`src/rtl/digit_display_mux_if.sv`:
```
// Bus between the ring-counter/value source and the 7-segment display multiplexer.
// The master drives select, load and value; the slave returns display drive and status.
interface digit_display_mux_if;
  logic        A;
  logic        B;
  logic        C;
  logic        D;
  logic        load;
  logic [15:0] value;
  logic [3:0]  dp_in;
  logic        blank_lz;
  logic [6:0]  seg;
  logic        dp;
  logic [3:0]  an;
  logic        load_ack;
  logic        sel_err;

  modport master (
    output A, B, C, D, load, value, dp_in, blank_lz,
    input  seg, dp, an, load_ack, sel_err
  );

  modport slave (
    input  A, B, C, D, load, value, dp_in, blank_lz,
    output seg, dp, an, load_ack, sel_err
  );
endinterface

```
`src/rtl/digit_display_mux.sv`:
```
// 4-digit multiplexed 7-segment driver fed by a one-hot ring counter (A = units).
// Values are double-buffered and only committed when the scan re-enters digit 0.
module digit_display_mux #(
  parameter int unsigned DEAD_CYCLES    = 2,
  parameter bit          SEG_ACTIVE_LOW = 1'b1,
  parameter bit          AN_ACTIVE_LOW  = 1'b1
) (
  input logic                clk,
  input logic                reset,
  digit_display_mux_if.slave bus
);
  localparam logic [3:0] DEAD_LOAD = 4'(DEAD_CYCLES);

  logic [3:0]  w_sel_in;
  logic        w_sel_change;
  logic        w_commit;
  logic        w_sel_onehot;
  logic [6:0]  w_digit_seg [4];
  logic [6:0]  w_seg_sel;
  logic        w_dp_sel;

  logic [15:0] r_shadow;
  logic [15:0] r_active;
  logic [3:0]  r_dp_shadow;
  logic [3:0]  r_dp_active;
  logic        r_pending;
  logic [3:0]  r_sel_q;
  logic [3:0]  r_dead;
  logic [6:0]  r_seg;
  logic        r_dp;
  logic [3:0]  r_an;
  logic        r_load_ack;
  logic        r_sel_err;

  function automatic logic [6:0] bcd_to_seg(input logic [3:0] d);
    logic [6:0] s;
    case (d)
      4'd0:    s = 7'h3F;
      4'd1:    s = 7'h06;
      4'd2:    s = 7'h5B;
      4'd3:    s = 7'h4F;
      4'd4:    s = 7'h66;
      4'd5:    s = 7'h6D;
      4'd6:    s = 7'h7D;
      4'd7:    s = 7'h07;
      4'd8:    s = 7'h7F;
      4'd9:    s = 7'h6F;
      default: s = 7'h40;
    endcase
    return s;
  endfunction

  assign w_sel_in     = {bus.D, bus.C, bus.B, bus.A};
  assign w_sel_change = (w_sel_in != r_sel_q);
  // Frame boundary: the scan enters digit 0 from anything else.
  assign w_commit     = (w_sel_in == 4'b0001) && (r_sel_q != 4'b0001);
  assign w_sel_onehot = (r_sel_q != 4'b0000) && ((r_sel_q & (r_sel_q - 4'd1)) == 4'b0000);

  genvar gi;
  generate
    for (gi = 0; gi < 4; gi++) begin : g_digit
      logic w_blank;
      if (gi == 0) begin : g_units
        assign w_blank = 1'b0;
      end else begin : g_upper
        assign w_blank = bus.blank_lz && (r_active[15:4*gi] == '0);
      end
      assign w_digit_seg[gi] = w_blank ? 7'h00 : bcd_to_seg(r_active[4*gi +: 4]);
    end
  endgenerate

  always_comb begin
    w_seg_sel = 7'h00;
    w_dp_sel  = 1'b0;
    case (r_sel_q)
      4'b0001: begin w_seg_sel = w_digit_seg[0]; w_dp_sel = r_dp_active[0]; end
      4'b0010: begin w_seg_sel = w_digit_seg[1]; w_dp_sel = r_dp_active[1]; end
      4'b0100: begin w_seg_sel = w_digit_seg[2]; w_dp_sel = r_dp_active[2]; end
      4'b1000: begin w_seg_sel = w_digit_seg[3]; w_dp_sel = r_dp_active[3]; end
      default: ;
    endcase
  end

  // A load on the commit edge lands in the shadow after the old shadow has moved.
  always_ff @(posedge clk or negedge reset) begin
    if (!reset) begin
      r_shadow    <= 16'h0000;
      r_active    <= 16'h0000;
      r_dp_shadow <= 4'h0;
      r_dp_active <= 4'h0;
      r_pending   <= 1'b0;
      r_load_ack  <= 1'b0;
    end else begin
      r_load_ack <= w_commit && r_pending;
      if (w_commit && r_pending) begin
        r_active    <= r_shadow;
        r_dp_active <= r_dp_shadow;
      end
      if (bus.load) begin
        r_shadow    <= bus.value;
        r_dp_shadow <= bus.dp_in;
        r_pending   <= 1'b1;
      end else if (w_commit) begin
        r_pending <= 1'b0;
      end
    end
  end

  always_ff @(posedge clk or negedge reset) begin
    if (!reset) begin
      r_sel_q   <= 4'b0000;
      r_dead    <= 4'd0;
      r_seg     <= 7'h00;
      r_dp      <= 1'b0;
      r_an      <= 4'b0000;
      r_sel_err <= 1'b0;
    end else begin
      r_sel_q <= w_sel_in;
      if (w_sel_change) begin
        r_dead <= DEAD_LOAD;
      end else if (r_dead != 4'd0) begin
        r_dead <= r_dead - 4'd1;
      end
      r_an      <= (r_dead == 4'd0 && w_sel_onehot) ? r_sel_q : 4'b0000;
      r_seg     <= w_seg_sel;
      r_dp      <= w_dp_sel;
      r_sel_err <= !w_sel_onehot;
    end
  end

  assign bus.seg      = SEG_ACTIVE_LOW ? ~r_seg : r_seg;
  assign bus.dp       = SEG_ACTIVE_LOW ? ~r_dp : r_dp;
  assign bus.an       = AN_ACTIVE_LOW ? ~r_an : r_an;
  assign bus.load_ack = r_load_ack;
  assign bus.sel_err  = r_sel_err;
endmodule

```
`src/flat_wrapper.sv`:
```
// flat-port wrapper written by rule: the top's interface ports become plain ports
module digit_display_mux_flat 
#(
  parameter int unsigned DEAD_CYCLES    = 2,
  parameter bit          SEG_ACTIVE_LOW = 1'b1,
  parameter bit          AN_ACTIVE_LOW  = 1'b1
)
  (clk, reset, bus_A, bus_B, bus_C, bus_D, bus_load, bus_value, bus_dp_in, bus_blank_lz, bus_seg, bus_dp, bus_an, bus_load_ack, bus_sel_err);
  digit_display_mux_if bus_i ();
  input logic clk;
  input logic reset;
  input wire logic [$bits(bus_i.A)-1:0] bus_A;
  input wire logic [$bits(bus_i.B)-1:0] bus_B;
  input wire logic [$bits(bus_i.C)-1:0] bus_C;
  input wire logic [$bits(bus_i.D)-1:0] bus_D;
  input wire logic [$bits(bus_i.load)-1:0] bus_load;
  input wire logic [$bits(bus_i.value)-1:0] bus_value;
  input wire logic [$bits(bus_i.dp_in)-1:0] bus_dp_in;
  input wire logic [$bits(bus_i.blank_lz)-1:0] bus_blank_lz;
  output wire logic [$bits(bus_i.seg)-1:0] bus_seg;
  output wire logic [$bits(bus_i.dp)-1:0] bus_dp;
  output wire logic [$bits(bus_i.an)-1:0] bus_an;
  output wire logic [$bits(bus_i.load_ack)-1:0] bus_load_ack;
  output wire logic [$bits(bus_i.sel_err)-1:0] bus_sel_err;
  assign bus_i.A = bus_A;
  assign bus_i.B = bus_B;
  assign bus_i.C = bus_C;
  assign bus_i.D = bus_D;
  assign bus_i.load = bus_load;
  assign bus_i.value = bus_value;
  assign bus_i.dp_in = bus_dp_in;
  assign bus_i.blank_lz = bus_blank_lz;
  assign bus_seg = bus_i.seg;
  assign bus_dp = bus_i.dp;
  assign bus_an = bus_i.an;
  assign bus_load_ack = bus_i.load_ack;
  assign bus_sel_err = bus_i.sel_err;
  digit_display_mux #(.DEAD_CYCLES(DEAD_CYCLES), .SEG_ACTIVE_LOW(SEG_ACTIVE_LOW), .AN_ACTIVE_LOW(AN_ACTIVE_LOW)) u_core (.clk(clk), .reset(reset), .bus(bus_i));
endmodule
```
`config.mk`:
```
export PLATFORM = sky130hd
export DESIGN_NAME = digit_display_mux_flat
export DESIGN_NICKNAME = d
export VERILOG_FILES = /design/src/rtl/digit_display_mux_if.sv /design/src/rtl/digit_display_mux.sv /design/src/flat_wrapper.sv
export SDC_FILE = /design/constraint.sdc
export NUM_CORES = 1
export LEC_CHECK = 0
export CORE_MARGIN = 2
export CORE_UTILIZATION = 54
export CTS_BUF_LIST = sky130_fd_sc_hd__clkbuf_4 sky130_fd_sc_hd__clkbuf_8
export DETAILED_ROUTE_END_ITERATION = 16
export MAX_ROUTING_LAYER = met4
export PLACE_DENSITY = 0.78
export SLEW_MARGIN = 5
export SYNTH_ARGS = -nofsm -noshare
export SYNTH_HDL_FRONTEND = slang
export SYNTH_SLANG_ARGS = --single-unit
```
`constraint.sdc`:
```
create_clock -name clk -period 3.2 [get_ports clk]
set_input_delay 0.64 -clock clk [delete_from_list [all_inputs] [get_ports clk]]
set_output_delay 0.64 -clock clk [all_outputs]
set_load 0.01 [all_outputs]
```
==> metrics.cfg <==
[power_and_ir_drop]
seq_power_share=0.467
powerDensity_nw_per_um2=570
switchingPower_mw=0.679
p_total_mw=2.26
switching_share=0.301
combPwrFrac=0.245
p_clk_frac=0.288
p_int_mw=1.58
vdd_drop_max_uv=336
p_leak_nw=1.78

[floorplanning]
core-area_sq_um=5920
io_pins=42
row_count=28
dieArea_sq_um=6770
die_x_um=82.3
start_util=0.559
die-height_um=82.3

[routing]
wire_per_inst_um=14.8
drt_iter0_markers=147
wl_um=6180
vias=2265
drcViolationCount=0
ant_nets=0
via_per_inst=5.43
first_pass_iters=4

[critical_path]
worstSetupStartpointType=register
rr_worst_depth=6
cp.required_ns=3.42
worstSetupEndpointType=register
rr_startpoint=u_core.r_active[9]$_DFFE_PN0P_
r2r-end=u_core.r_seg[1]$_DFF_PN0_
arrival_ns=2.64
crit_type=reg2reg
crit_path_max_fanout=7
reg2reg_setup_slack_ns=0.78

[cts]
cts.reportedPaths.clkPinSlew_ns=0.07
cts_hold_buffers=0
clk_path_buf_depth=2
cts_resized=0
cts_max_level=3
root_buffer=clkbuf_8
post_cts_buffers=0
cts_tree=yes
numCtsBuffers=9
numClockSinks=63
clock_latency_ns=0.34

[logic_synthesis]
avgSynthCellArea_sq_um=11.1
ys_ff_latch=63
synth_cells=297
synth.largest_area_cell=dfrtp_1
synth_cell_type_count=47
syn_area_sq_um=3310
synthFlopType=dfrtp_1
async_flop_share=1.00
synth_top_area_frac=0.476
yosysSeqAreaShare=0.476
syn_nets=347
synth-edff-count=0
synth.area.top_cells=dfrtp_1 (48%), mux2_2 (14%), ha_1 (8.3%), inv_1 (3.6%), nand2b_1 (1.9%)
yosysWarnings=0

[placed_design]
placed_cells=403
gp_congestion=0.988
place_hpwl_um=4360
io_buffers=41
pre_cts_ws_ns=0.556

[sta]
finalMaxSlewViolations=0
slew_headroom=0.326
finalSetupViolations=0
fin_crit_sh=0.757
period_needed_ns=2.42
rsz0062_at_grt=no
hold_viol=0
skew_ns=0.00481
tns_ns=0
max_slew.worst_pin.slew_ns=0.997
fmax_ghz=0.413
setup_slack_ns=0.777

[global_route]
grt_pass1_wl_um=10500
grtUsageTotal=0.213
antenna_found_initial=0
grt_pass1_vias=2226
grt_max_degree=44
grt_overflow=0

[final_layout]
stdcell_count=417
nets=389
antenna_cells=0
drive_gt1_frac=0.199
areaGrowthSynthToFinish_pct=19.6

[min_path]
min_path_type=in2async

[run]
max-cap-violations=0

[outcome]
status=completed

metrics by stage:
step | utilization | area, sq um | hold slack (ns)
after floorplan | - | 3310 | 0.344
after global placement | 0.637 | 3770 | 0.484
after detailed placement | 0.637 | 3770 | 0.493
after CTS | 0.669 | 3960 | 0.472
after global routing | 0.669 | 3960 | 0.524
final | 0.669 | 3960 | 0.448
how the worst max path moves through the flow:
stage | start | to | slack [ns] | depth (start not counted)
after detailed placement | bus_blank_lz | u_core.r_seg[1]$_DFF_PN0_ | 0.56 | 5
after global routing | u_core.r_active[9]$_DFFE_PN0P_ | u_core.r_seg[1]$_DFF_PN0_ | 0.71 | 6
after global placement | bus_blank_lz | u_core.r_seg[1]$_DFF_PN0_ | 0.59 | 5
after floorplan | u_core.r_active[9]$_DFFE_PN0P_ | u_core.r_seg[1]$_DFF_PN0_ | 0.92 | 7
after CTS | u_core.r_active[9]$_DFFE_PN0P_ | u_core.r_seg[1]$_DFF_PN0_ | 0.79 | 6
final | u_core.r_active[9]$_DFFE_PN0P_ | u_core.r_seg[1]$_DFF_PN0_ | 0.78 | 6
cells in the final DEF, fill, tap and decap left out, drive strengths merged, types with 4 or more instances in the layout:
cell type,count
a21oi,10
and2,5
buf,6
clkbuf,14
clkdlybuf4s50,40
dfrtp,63
ha,22
inv,32
mux2,40
nand2,11
nand2b,10
nand3,8
nor2,5
nor2b,4
nor3,4
nor4b,4
o21ai,10
xnor2,5
state kept, by name, summed over array words and instances, names as in the netlist:
signal,count
u_core.r_active,16
u_core.r_shadow,16
u_core.r_seg,7
u_core.r_an,4
u_core.r_dead,4
u_core.r_dp_active,4
u_core.r_dp_shadow,4
u_core.r_sel_q,4
u_core.bus.load_ack,1
u_core.bus.sel_err,1
u_core.r_dp,1
u_core.r_pending,1
Yosys cell counts (all sizes together) (4+ instances only):
cell type  instances
inv               32
a21oi             10
nor2b              4
nand2b            10
nand2             11
and2               5
ha                22
clkbuf            10
buf                5
nor3               4
xnor2              5
nor4b              4
o21ai             10
nor2               5
dfrtp             63
nand3              8
mux2              40
routing by layer:
metal / track usage / wire [um]
met1: 0.266 / 2850
met2: 0.327 / 2960
met3: 0.0511 / 262
met4: 0.103 / 104
met5: - / 0
logic make-up (layout without fill, tap and decap cells):
logic type	Yosys count	in the layout	share of synthesized area
buf+inv	47	92	0.0590
compound gates	47	47	0.0968
mux	43	43	0.145
flops	63	63	0.476
fa+ha+maj	22	22	0.0831
xor+xnor	6	6	0.0159
simple gates	69	69	0.124
final cells by class:
| cell class | count | area, sq um |
|---|---|---|
| inverter | 32 | 120 |
| timing repair buffer | 46 | 443 |
| tap | 75 | 93.8 |
| fill | 458 | 1960 |
| multi-input combinational | 187 | 1540 |
| clock buffer | 14 | 186 |
| sequential | 63 | 1580 |
worst max-delay path, stage by stage, from the launching register on:
cell,delay [ns]
dfrtp_1,0.44
inv_1,0.15
ha_1,0.23
or3b_4,0.40
or4_4,0.54
a32o_1,0.24
or3_1,0.30
power by group through the flow:
stage                     Combinational (mW)  Sequential [mW]  Clock [mW]
after CTS                              0.557             1.05       0.666
after detailed placement               0.543             1.07           0
after floorplan                        0.443            0.988           0
final                                  0.553             1.05       0.649
after global placement                 0.526             1.06           0
after global routing                   0.623             1.08       0.698
Power figures use the tool's default switching activity.
